### src/rtl/out_reg_write_seq_pkg.sv
`default_nettype none
// ============================================================================
//  Package    : out_reg_pkg
//  Purpose    : Shared widths, the host write-command record and the write
//               sequencer state type for the output register bank front end.
//  Contents   : NUM_CH, CH_AW, DW, wr_cmd_t, seq_state_t, ch_onehot()
//  Revision   : 1.0  initial release
// ============================================================================
package out_reg_pkg;

  localparam int NUM_CH = 16;  // output register channels in the bank
  localparam int CH_AW  = 4;   // channel address width
  localparam int DW     = 8;   // data bus width

  typedef struct packed {
    logic [CH_AW-1:0] addr;
    logic [DW-1:0]    data;
  } wr_cmd_t;

  typedef enum logic [1:0] {
    IDLE   = 2'd0,
    SETUP  = 2'd1,
    STROBE = 2'd2,
    HOLD   = 2'd3
  } seq_state_t;

  // Channel address to one-hot select vector.
  function automatic logic [NUM_CH-1:0] ch_onehot(input logic [CH_AW-1:0] a);
    return NUM_CH'(1) << a;
  endfunction

endpackage
`default_nettype wire

### src/rtl/out_reg_write_seq_cmd_fifo.sv
`default_nettype none
// ============================================================================
//  Module     : cmd_fifo
//  Purpose    : Synchronous FIFO of wr_cmd_t holding host write commands
//               until the sequencer replays them to the register bank.
//  Ports      : CLK   - clock, rising edge
//               CLR   - asynchronous active-high reset (empties the FIFO)
//               push  - write din (ignored when full)
//               pop   - discard head entry (ignored when empty)
//               din   - command to store
//               dout  - head entry (valid when !empty)
//               full  - no free entry
//               empty - no stored entry
//  Revision   : 1.0  initial release
// ============================================================================
module cmd_fifo
  import out_reg_pkg::*;
#(
  parameter int DEPTH = 4
) (
  input  logic    CLK,
  input  logic    CLR,
  input  logic    push,
  input  logic    pop,
  input  wr_cmd_t din,
  output wr_cmd_t dout,
  output logic    full,
  output logic    empty
);

  localparam int AW = $clog2(DEPTH);

  wr_cmd_t      r_mem [DEPTH];
  logic [AW:0]  r_wr_ptr;   // extra MSB distinguishes full from empty
  logic [AW:0]  r_rd_ptr;
  logic         w_push;
  logic         w_pop;

  assign full   = (r_wr_ptr[AW] != r_rd_ptr[AW]) &&
                  (r_wr_ptr[AW-1:0] == r_rd_ptr[AW-1:0]);
  assign empty  = (r_wr_ptr == r_rd_ptr);
  assign w_push = push && !full;
  assign w_pop  = pop && !empty;
  assign dout   = r_mem[r_rd_ptr[AW-1:0]];

  always_ff @(posedge CLK or posedge CLR) begin
    if (CLR) begin
      r_wr_ptr <= '0;
      r_rd_ptr <= '0;
    end else begin
      if (w_push) r_wr_ptr <= r_wr_ptr + 1'b1;
      if (w_pop)  r_rd_ptr <= r_rd_ptr + 1'b1;
    end
  end

  // Storage carries no reset; the pointers alone define what is valid.
  always_ff @(posedge CLK) begin
    if (w_push) r_mem[r_wr_ptr[AW-1:0]] <= din;
  end

endmodule
`default_nettype wire

### src/rtl/out_reg_write_seq.sv
`default_nettype none
// ============================================================================
//  Module     : out_reg_write_seq
//  Purpose    : Write sequencer in front of the 16-channel output register
//               bank. Host commands are queued, then replayed as a shared
//               data bus plus one-hot select strobe with programmable setup,
//               strobe and hold windows around the select rising edge.
//  Ports      : CLK      - clock, rising edge
//               CLR      - asynchronous active-high reset
//               wr_req   - host write request
//               wr_addr  - target channel 0..15
//               wr_data  - data for the channel
//               wr_ready - FIFO can accept (write = wr_req && wr_ready)
//               ovf_clr  - synchronous clear of ovf
//               ovf      - sticky: request seen while wr_ready low
//               data_out - shared data bus to the bank
//               sel      - one-hot select strobes to the bank
//               busy     - sequencer active or commands queued
//  Revision   : 1.0  initial release
// ============================================================================
module out_reg_write_seq
  import out_reg_pkg::*;
#(
  parameter int FIFO_DEPTH    = 4,
  parameter int SETUP_CYCLES  = 1,
  parameter int STROBE_CYCLES = 1,
  parameter int HOLD_CYCLES   = 1
) (
  input  logic              CLK,
  input  logic              CLR,
  input  logic              wr_req,
  input  logic [CH_AW-1:0]  wr_addr,
  input  logic [DW-1:0]     wr_data,
  output logic              wr_ready,
  input  logic              ovf_clr,
  output logic              ovf,
  output logic [DW-1:0]     data_out,
  output logic [NUM_CH-1:0] sel,
  output logic              busy
);

  localparam int MAXC = (SETUP_CYCLES > STROBE_CYCLES)
                      ? ((SETUP_CYCLES > HOLD_CYCLES) ? SETUP_CYCLES : HOLD_CYCLES)
                      : ((STROBE_CYCLES > HOLD_CYCLES) ? STROBE_CYCLES : HOLD_CYCLES);
  localparam int CW   = (MAXC > 1) ? $clog2(MAXC) : 1;

  localparam logic [CW-1:0] C_SETUP  = CW'(SETUP_CYCLES - 1);
  localparam logic [CW-1:0] C_STROBE = CW'(STROBE_CYCLES - 1);
  localparam logic [CW-1:0] C_HOLD   = CW'(HOLD_CYCLES - 1);

  seq_state_t         r_state;
  seq_state_t         w_state_nxt;
  logic [CW-1:0]      r_cnt;
  logic [CW-1:0]      w_cnt_nxt;
  logic [CH_AW-1:0]   r_addr;
  logic [DW-1:0]      r_data_out;
  logic [NUM_CH-1:0]  r_sel;
  logic               r_ovf;

  wr_cmd_t            w_din;
  wr_cmd_t            w_dout;
  logic               w_full;
  logic               w_empty;
  logic               w_pop;

  assign w_din.addr = wr_addr;
  assign w_din.data = wr_data;

  cmd_fifo #(
    .DEPTH (FIFO_DEPTH)
  ) u_cmd_fifo (
    .CLK   (CLK),
    .CLR   (CLR),
    .push  (wr_req),
    .pop   (w_pop),
    .din   (w_din),
    .dout  (w_dout),
    .full  (w_full),
    .empty (w_empty)
  );

  // Next-state / pop decision. The counter is reloaded on every state entry
  // and decremented otherwise; a state is left when it reads zero.
  always_comb begin
    w_state_nxt = r_state;
    w_cnt_nxt   = r_cnt;
    w_pop       = 1'b0;
    unique case (r_state)
      IDLE: begin
        if (!w_empty) begin
          w_pop       = 1'b1;
          w_state_nxt = SETUP;
          w_cnt_nxt   = C_SETUP;
        end
      end
      SETUP: begin
        if (r_cnt == '0) begin
          w_state_nxt = STROBE;
          w_cnt_nxt   = C_STROBE;
        end else begin
          w_cnt_nxt   = r_cnt - CW'(1);
        end
      end
      STROBE: begin
        if (r_cnt == '0) begin
          w_state_nxt = HOLD;
          w_cnt_nxt   = C_HOLD;
        end else begin
          w_cnt_nxt   = r_cnt - CW'(1);
        end
      end
      HOLD: begin
        if (r_cnt == '0) begin
          // Chain straight into the next command without an IDLE bubble.
          if (!w_empty) begin
            w_pop       = 1'b1;
            w_state_nxt = SETUP;
            w_cnt_nxt   = C_SETUP;
          end else begin
            w_state_nxt = IDLE;
            w_cnt_nxt   = '0;
          end
        end else begin
          w_cnt_nxt   = r_cnt - CW'(1);
        end
      end
      default: begin
        w_state_nxt = IDLE;
        w_cnt_nxt   = '0;
      end
    endcase
  end

  // data_out/addr load only on a pop (entry to SETUP); sel follows STROBE
  // occupancy. Since SETUP and HOLD each last at least one cycle, the two
  // never move on the same edge.
  always_ff @(posedge CLK or posedge CLR) begin
    if (CLR) begin
      r_state    <= IDLE;
      r_cnt      <= '0;
      r_addr     <= '0;
      r_data_out <= '0;
      r_sel      <= '0;
      r_ovf      <= 1'b0;
    end else begin
      r_state <= w_state_nxt;
      r_cnt   <= w_cnt_nxt;
      if (w_pop) begin
        r_addr     <= w_dout.addr;
        r_data_out <= w_dout.data;
      end
      r_sel <= (w_state_nxt == STROBE) ? ch_onehot(r_addr) : '0;
      // A refused request outranks a simultaneous clear.
      if (wr_req && w_full) begin
        r_ovf <= 1'b1;
      end else if (ovf_clr) begin
        r_ovf <= 1'b0;
      end
    end
  end

  assign wr_ready = !w_full;
  assign busy     = (r_state != IDLE) || !w_empty;
  assign ovf      = r_ovf;
  assign data_out = r_data_out;
  assign sel      = r_sel;

endmodule
`default_nettype wire

### config.mk
export PLATFORM = sky130hd
export DESIGN_NAME = out_reg_write_seq
export DESIGN_NICKNAME = d
export VERILOG_FILES = /design/src/rtl/out_reg_write_seq_pkg.sv /design/src/rtl/out_reg_write_seq_cmd_fifo.sv /design/src/rtl/out_reg_write_seq.sv
export SDC_FILE = /design/constraint.sdc
export NUM_CORES = 1
export LEC_CHECK = 0
export CAP_MARGIN = 30
export CORE_ASPECT_RATIO = 0.75
export CORE_UTILIZATION = 45
export CTS_CLUSTER_DIAMETER = 80
export DETAILED_ROUTE_END_ITERATION = 10
export PLACE_DENSITY = 0.7
export SYNTH_ARGS = -nofsm -noshare
export SYNTH_HDL_FRONTEND = slang
export SYNTH_SLANG_ARGS = --single-unit
export TNS_END_PERCENT = 10
### constraint.sdc
create_clock -name CLK -period 3.5 [get_ports CLK]
set_input_delay 0.35 -clock CLK [delete_from_list [all_inputs] [get_ports CLK]]
set_output_delay 0.35 -clock CLK [all_outputs]
set_load 0.02 [all_outputs]
==> impl_summary.txt, run 1 <==
----------------------------------------------------
[Run status]
  Outcome ... finished, final reports clean

[Logic synthesis]
  Leading cell types by count after synthesis ... 48 x sky130_fd_sc_hd__edfxtp_1, 37 x sky130_fd_sc_hd__dfrtp_1, 13 x sky130_fd_sc_hd__nor2_1
  Largest cells by area after synthesis ... sky130_fd_sc_hd__edfxtp_1 42%, sky130_fd_sc_hd__dfrtp_1 27%, sky130_fd_sc_hd__mux4_1 7.7%
  Post-Synthesis Cells ... 182
  Warning count from the yosys run ... 0
  Post-synth top area share ... 42.29%
  Prevailing post-synth register cell ... sky130_fd_sc_hd__edfxtp_1
  Number of flip-flops and latches in the synthesized netlist ... 85
  Asr flop ratio synth ... 43.53%
  Dominant cell type by area after synthesis ... sky130_fd_sc_hd__edfxtp_1
  Number of synthesized flops with an enable pin ... 48
  Post-synthesis sequential area ratio ... slightly below 70%
  Cell with the most instances after synthesis ... sky130_fd_sc_hd__edfxtp_1
  Cell area after synthesis ... between 3000 and 4000 µm²
  Post-Syn Area per Cell ... between 15 and 20 µm²
  Nets in the synthesized netlist ... about 210
  Netlist cell types ... 30

[GRT]
  Total global routing overflow ... 0
  Pin count of the biggest net entering global routing ... 23
  Initial antenna violation count ... 0
  Vias in the first global route ... between 1.5k and 2k
  First-pass GRT wire length ... 8369 µm
  GRT Overall Usage ... between 10% and 20%

[Power and ir drop]
  Combinational Power Share ... a little under two fifths
  Switching Share ... between 30% and 40%
  Power density relative to cell area ... about 900 nW/µm²
  P_int ... 2.469 mW
  Static power due to leakage ... 1.621 nW
  Part of the total power dissipated in sequential elements ... between 40% and 50%
  Largest vdd supply drop ... approximately 0.4 mV
  Clock Power Share ... a little over a fifth
  Overall power ... 3.628 mW
  Reported net switching power ... 1.159 mW

[Routing]
  Number of iterations in the first detailed-routing pass ... 4
  Antenna-violating nets left ... 0
  Number of DRC violations after detailed routing ... 0
  Wire length per cell ... between 15 and 20 µm
  Violation count after the first detailed-route iteration ... between 100 and 150
  Ratio of routed vias to standard cells ... a little under 5
  Detailed Route WL ... roughly 5200 µm
  Vias post-DR ... between 1.5k and 2k

[Critical path]
  R2R Setup Slk ... approximately 1.1 ns
  Cell at the slowest stage of the critical path ... sky130_fd_sc_hd__dfrtp_1
  Worst path cell trace ... xor2_1 > nor2_1 > nand3_1 > clkdlybuf4s50_1
  Required time at the endpoint of the critical path ... around 3.2 ns
  Crit Path Class ... reg -> out
  Largest stage delay on the critical path ... around 0.79 ns
  Crit-path max FO ... 16
  Category of the worst setup path capture point ... output port
  Signal arrival time at the worst endpoint ... about 2.3 ns
  Critical Path Start Type ... flip-flop

[Finish]
  Filler Cell Count ... 591
  Area overhead of the layout relative to synthesis ... 21.59%
  Share of cells above drive strength 1 ... around 16%
  Final net count ... roughly 260
  # diodes ... 0

[Placement]
  Post-place setup slack ... roughly 1.1 ns
  Routability congestion estimate ... ~0.74
  Detailed Place HPWL ... ~3400 µm
  Port Buffer Count ... 42

[Timing]
  Hold Violations, Final ... 0
  Achievable Freq ... 384.9 MHz
  Slew Limit Fails ... 0
  Setup-failing EPs final ... 0
  Setup repair after global routing missed its margin ... false
  Final worst clock skew ... 0.008642 ns
  Min Clock Period, post-route ... ~2.6 ns
  Final WS setup ... roughly 0.9 ns
  Pin slew with the least headroom to its limit ... between 0.6 and 0.7 ns
  Tightest slew margin relative to the limit ... 53.65%
  Sum of negative setup slack ... 0 ns
  Final worst path period share ... 74.23%

[CTS]
  Number of clock sinks ... 85
  Number of hold buffers added after cts ... 0
  Setup Fix Bufs, Post-CTS ... 0
  H-Tree Depth ... 3
  Clock-pin slew on the worst setup and hold paths ... ~0.08 ns
  Source-to-sink clock delay at the later pin of the worst-skew pair ... approximately 0.35 ns
  TritonCTS Buffers ... 9
  Maximum number of buffers from clock root to sink ... 2
  Post-CTS resize count ... 0
  Clock tree from TritonCTS ... yes
  Clk Tree Root Cell ... sky130_fd_sc_hd__clkbuf_8

[Floorplan]
  Effective utilization at floorplan ... 46.49%
  Site row count ... 27
  Floorplan Core Area ... between 7000 and 8000 µm²
  Total Die Area ... slightly below 8000 µm²
  Height of the chip ... 77.37 µm
  Horizontal extent of the die ... about 100 µm
  Boundary pin count ... 43

[Run]
  Total of max-cap violations ... 0

[Worst hold path]
  Worst min path class ... in -> async

----------------------------------------------------
per-stage QoR:
stage	hold WS [ns]	utilization (%)	area, µm²	cells
3_3_place_gp	0.4778	53.46	3919	323
5_1_grt	0.4368	56.53	4144	339
6_report	0.3835	56.53	4144	339
4_1_cts	0.3926	56.53	4144	339
2_1_floorplan	0.4489	-	3408	182
3_5_place_dp	0.4799	53.46	3919	323
cell usage in the layout, fill, tap and decap left out, drive strengths merged, types with 6 or more instances in the layout:
cell type | netlist | final
mux2 | 14 | 14
inv | 7 | 8
xor2 | 6 | 6
clkdlybuf4s50 | 0 | 42
nor2 | 13 | 13
dfrtp | 37 | 37
ha | 9 | 9
clkbuf | 1 | 14
mux4 | 12 | 12
edfxtp | 48 | 48
routing by layer:
layer  global-route usage, %  part of all wire [%]  vias up
met2                   22.60                    47       40
met5                       0                     0        -
met4                   5.143                  0.51        0
li1                        -                     -      785
met3                   5.946                   5.1        4
met1                   19.55                    47      825
state kept, by name, summed over array words and instances, names as in the netlist:
register / cells
r_state: 2
u_cmd_fifo.r_rd_ptr: 3
u_cmd_fifo.r_wr_ptr: 3
r_addr: 4
sel: 16
ovf: 1
data_out: 8
u_cmd_fifo.r_mem: 48
cells by family after synthesis:
kind of cell,after synthesis,share of synthesized area (%)
adder cells (fa/ha/maj),9,3.304
AO/OA/AOI/OAI,8,2.313
AND/OR/NAND/NOR,32,4.552
multiplexers,26,14.65
buffers and inverters,12,2.496
flip-flops,85,69.46
XOR/XNOR,10,3.231
area by class of cell:
cell class	instances	area [µm²]	area share (%)
Multi-Input combinational cell	85	955.9	23.07
Tap cell	101	126.4	3.050
Inverter	7	26.28	0.6341
Clock buffer	14	188.9	4.559
Timing Repair Buffer	45	442.9	10.69
Sequential cell	85	2367	57.13
Clock inverter	2	36.28	0.8756
power by group through the flow:
stage          clock network [mW]  registers, mW  logic (mW)
3_3_place_gp                    0           1.55        1.32
3_5_place_dp                    0           1.56        1.36
5_1_grt                     0.812           1.57        1.45
4_1_cts                     0.777           1.54        1.36
2_1_floorplan                   0           1.58       0.983
6_report                    0.757           1.54        1.33
path summary, 6_finish.rpt:
kind                                               startpoint                               end  cells past startpoint
max                        u_cmd_fifo.r_rd_ptr[1]$_DFFE_PP0P_                              busy                      4
min reg2reg                                   ovf$_DFFE_PP0P_                   ovf$_DFFE_PP0P_                      1
min in group CLK                              ovf$_DFFE_PP0P_                   ovf$_DFFE_PP0P_                      1
max in group asynchronous                                 CLR           data_out[5]$_DFFE_PP0P_                      3
max reg2reg                u_cmd_fifo.r_rd_ptr[1]$_DFFE_PP0P_  u_cmd_fifo.r_mem[2][0]$_DFFE_PP_                      3
min                                                       CLR           data_out[6]$_DFFE_PP0P_                      2
worst max-delay path, delay by kind of cell (launching register included):
kind	cells	cell delay, ns
XOR/XNOR	1	0.30
buffers and inverters	1	0.60
AND/OR/NAND/NOR	2	0.21
flip-flops	1	0.79
(Power assumes the default switching activity.)
==> inputs of run 2 (changes only) <==
PLACE_DENSITY = 0.73   (was 0.7)
clock period = 2.2 ns   (was 3.5 ns; I/O delays follow)
==> impl_summary.txt, run 2 (synthesis results as in run 1) <==
----------------------------------------------------
[Floorplan]
  Boundary pin count ... 43 (unchanged)
  Floorplan Core Area ... 7331 µm² (unchanged)
  Height of the chip ... 77.37 µm (unchanged)
  Site row count ... 27 (unchanged)
  Effective utilization at floorplan ... 46.49% (unchanged)
  Total Die Area ... 7930 µm² (unchanged)
  Horizontal extent of the die ... 102.5 µm (unchanged)

[Critical path]
  Reg-to-reg critical path endpoint ... data_out[7]$_DFFE_PP0P_ (was u_cmd_fifo.r_mem[2][0]$_DFFE_PP_)
  Worst path cell trace ... xor2_2 > nor2_1 > nand2_1 > clkdlybuf4s50_1 (was xor2_1 > nor2_1 > nand3_1 > clkdlybuf4s50_1)
  Critical Path Start Type ... flip-flop (unchanged)
  Cell at the slowest stage of the critical path ... sky130_fd_sc_hd__clkdlybuf4s50_1 (was sky130_fd_sc_hd__dfrtp_1)
  Signal arrival time at the worst endpoint ... 1.85 ns (was 2.25 ns)
  Largest delay share family, worst path ... buffers and inverters (was flip-flops)
  Reg2Reg Depth ... 6 (was 3)
  R2R Setup Slk ... 0.34 ns (was 1.13 ns)
  Category of the worst setup path capture point ... output port (unchanged)
  Startpoint of the most critical register-to-register path ... r_state[0]$_DFF_PP0_ (was u_cmd_fifo.r_rd_ptr[1]$_DFFE_PP0P_)
  Largest stage delay on the critical path ... 0.55 ns (was 0.79 ns)
  Required time at the endpoint of the critical path ... 1.98 ns (was 3.15 ns)
  Crit-path max FO ... 6 (was 16)
  CP bufs+invs ... 1 (unchanged)
  Crit Path Class ... reg -> out (unchanged)

[Placement]
  Routability congestion estimate ... 0.7362 (was 0.7445)
  Detailed Place HPWL ... 3506 µm (was 3380 µm)
  Dpl cells ... 328 (was 323)
  Port Buffer Count ... 42 (unchanged)

[Timing]
  Setup-failing EPs final ... 0 (unchanged)
  Hold Violations, Final ... 0 (unchanged)
  Final worst clock skew ... 0.009036 ns (was 0.008642 ns)
  Worst hold slack ... 0.2869 ns (was 0.3835 ns)
  Final worst path period share ... between 90% and 100%
  Achievable Freq ... roughly 480 MHz
  Slew Limit Fails ... 0 (unchanged)
  Min Clock Period, post-route ... ~2.1 ns
  Sum of negative setup slack ... 0 ns (unchanged)
  Tightest slew margin relative to the limit ... 69.55% (was 53.65%)
  Pin slew with the least headroom to its limit ... 0.4568 ns (was 0.6953 ns)
  Setup repair after global routing missed its margin ... false (unchanged)

[GRT]
  Initial antenna violation count ... 0 (unchanged)
  First-pass GRT wire length ... 8887 µm (was 8369 µm)
  Pin count of the biggest net entering global routing ... 38 (was 23)
  GRT Overall Usage ... 15.66% (was 14.93%)
  Total global routing overflow ... 0 (unchanged)
  Vias in the first global route ... 1787 (was 1660)

[Power and ir drop]
  Overall power ... 5.876 mW (was 3.628 mW)
  Switching Share ... 32.08% (was 31.95%)
  Largest vdd supply drop ... 0.5900 mV (was 0.4119 mV)
  Combinational Power Share ... 38.5% (was 36.7%)
  Part of the total power dissipated in sequential elements ... 41.6% (was 42.4%)
  Reported net switching power ... 1.885 mW (was 1.159 mW)
  P_int ... 3.991 mW (was 2.469 mW)
  Power density relative to cell area ... 1399 nW/µm² (was 875.5 nW/µm²)
  Static power due to leakage ... 1.642 nW (was 1.621 nW)
  Clock Power Share ... 20.0% (was 20.9%)

[Finish]
  Commonest non-fill, non-tap cell in the layout ... sky130_fd_sc_hd__edfxtp_1 (unchanged)
  Share of cells above drive strength 1 ... 18.52% (was 15.55%)
  Final net count ... 263 (was 258)
  Filler Cell Count ... 584 (was 591)
  # diodes ... 0 (unchanged)
  Share of the core filled with cells in the final layout ... 57.31% (was 56.53%)
  Max FFs per register ... 48 (unchanged)
  Leading cell types in the layout, fill and taps excluded ... 48 x sky130_fd_sc_hd__edfxtp_1, 41 x sky130_fd_sc_hd__clkdlybuf4s50_1, 35 x sky130_fd_sc_hd__dfrtp_1 (was 48 x sky130_fd_sc_hd__edfxtp_1, 42 x sky130_fd_sc_hd__clkdlybuf4s50_1, 37 x sky130_fd_sc_hd__dfrtp_1)
  Number of cells in the finished layout apart from fillers ... 344 (was 339)
  Area overhead of the layout relative to synthesis ... 23.27% (was 21.59%)

[CTS]
  Setup Fix Bufs, Post-CTS ... 0 (unchanged)
  Clock tree from TritonCTS ... yes (unchanged)
  Number of clock sinks ... 85 (unchanged)
  Clock-pin slew on the worst setup and hold paths ... 0.08 ns (about the same)
  Source-to-sink clock delay at the later pin of the worst-skew pair ... 0.35 ns (about the same)
  Clk Tree Root Cell ... sky130_fd_sc_hd__clkbuf_8 (unchanged)
  Maximum number of buffers from clock root to sink ... 2 (unchanged)
  TritonCTS Buffers ... 9 (unchanged)
  Number of hold buffers added after cts ... 0 (unchanged)
  Post-CTS resize count ... 0 (unchanged)
  H-Tree Depth ... 3 (unchanged)

[Routing]
  Wire length per cell ... 15.65 µm (was 15.47 µm)
  Antenna-violating nets left ... 0 (unchanged)
  Ratio of routed vias to standard cells ... 4.802 (was 4.879)
  Number of DRC violations after detailed routing ... 0 (unchanged)
  Detailed Route WL ... 5383 µm (was 5246 µm)
  Number of iterations in the first detailed-routing pass ... 4 (unchanged)
  Violation count after the first detailed-route iteration ... 80 (was 114)
  Vias post-DR ... 1652 (was 1654)

[Run]
  Total of max-cap violations ... 0 (unchanged)

[Worst hold path]
  Worst min path class ... in -> async (unchanged)

[Run status]
  Outcome ... finished, final reports clean (unchanged)

----------------------------------------------------
run 2: cell types whose count changed in the layout (fill, tap and decap cells not counted), moves of 2 or more:
cell                        change
sky130_fd_sc_hd__xor2_1         -2
sky130_fd_sc_hd__xor2_2         +2
sky130_fd_sc_hd__buf_4          +4
sky130_fd_sc_hd__clkinv_1       +2
sky130_fd_sc_hd__inv_6          +2
sky130_fd_sc_hd__clkbuf_16      -2
sky130_fd_sc_hd__dfrtp_2        +2
sky130_fd_sc_hd__dfrtp_1        -2
run 2: power groups by stage:
stage	Sequential, mW	Clock (mW)	Combinational (mW)
2_1_floorplan	2.51	0	1.56
3_3_place_gp	2.44	0	2.23
3_5_place_dp	2.46	0	2.28
4_1_cts	2.43	1.20	2.29
5_1_grt	2.50	1.28	2.46
6_report	2.44	1.17	2.26
run 2: area by class of cell:
class | instances | area [µm²] | area share (%)
clock buffers | 10 | 127.6 | 3.038
clock inverters | 6 | 85.08 | 2.025
inverters | 7 | 26.28 | 0.6254
multi-input cells | 85 | 970.9 | 23.11
flip-flops and latches | 85 | 2370 | 56.40
well taps | 101 | 126.4 | 3.008
repair buffers | 50 | 495.5 | 11.79
run 2: how the worst max path moves through the flow:
stage	start	endpoint	depth (start not counted)
floorplan	u_cmd_fifo.r_rd_ptr[1]$_DFFE_PP0P_	u_cmd_fifo.r_mem[3][0]$_DFFE_PP_	3
CTS	u_cmd_fifo.r_wr_ptr[1]$_DFFE_PP0P_	busy	4
global placement	r_state[0]$_DFF_PP0_	data_out[0]$_DFFE_PP0P_	6
global route	u_cmd_fifo.r_wr_ptr[1]$_DFFE_PP0P_	wr_ready	4
finish	u_cmd_fifo.r_wr_ptr[1]$_DFFE_PP0P_	wr_ready	4
detailed placement	r_state[0]$_DFF_PP0_	data_out[7]$_DFFE_PP0P_	6
run 2: tightest hold or removal path, cell delays in order:
cell                              delay (ns)
sky130_fd_sc_hd__clkdlybuf4s50_1        0.40
sky130_fd_sc_hd__inv_1                  0.05
sky130_fd_sc_hd__buf_4                  0.40
run 2: layer usage:
| metal | routed length (µm) | global-route usage, % | vias up | share of wire, % |
|---|---|---|---|---|
| met5 | 0 | 0 | - | 0 |
| met4 | 38 | 4.286 | 0 | 0.71 |
| met3 | 271 | 6.216 | 5 | 5.0 |
| met2 | 2618 | 24.47 | 42 | 49 |
| met1 | 2455 | 20.31 | 811 | 46 |
| li1 | - | - | 794 | - |
run 2: metrics by stage:
stage | setup WS [ns] | instance area, µm²
after global placement | 0.4090 | 3969
final | 0.1337 | 4202
after floorplan | 0.3163 | 3408
after CTS | 0.02560 | 4182
after detailed placement | 0.3750 | 3969
after global routing | 0.009176 | 4202
==> inputs of run 3 (changes only) <==
SLEW_MARGIN = 20   (was default)
==> results of run 3 <==
Final layout, timing and power as in run 2 (identical DEF).
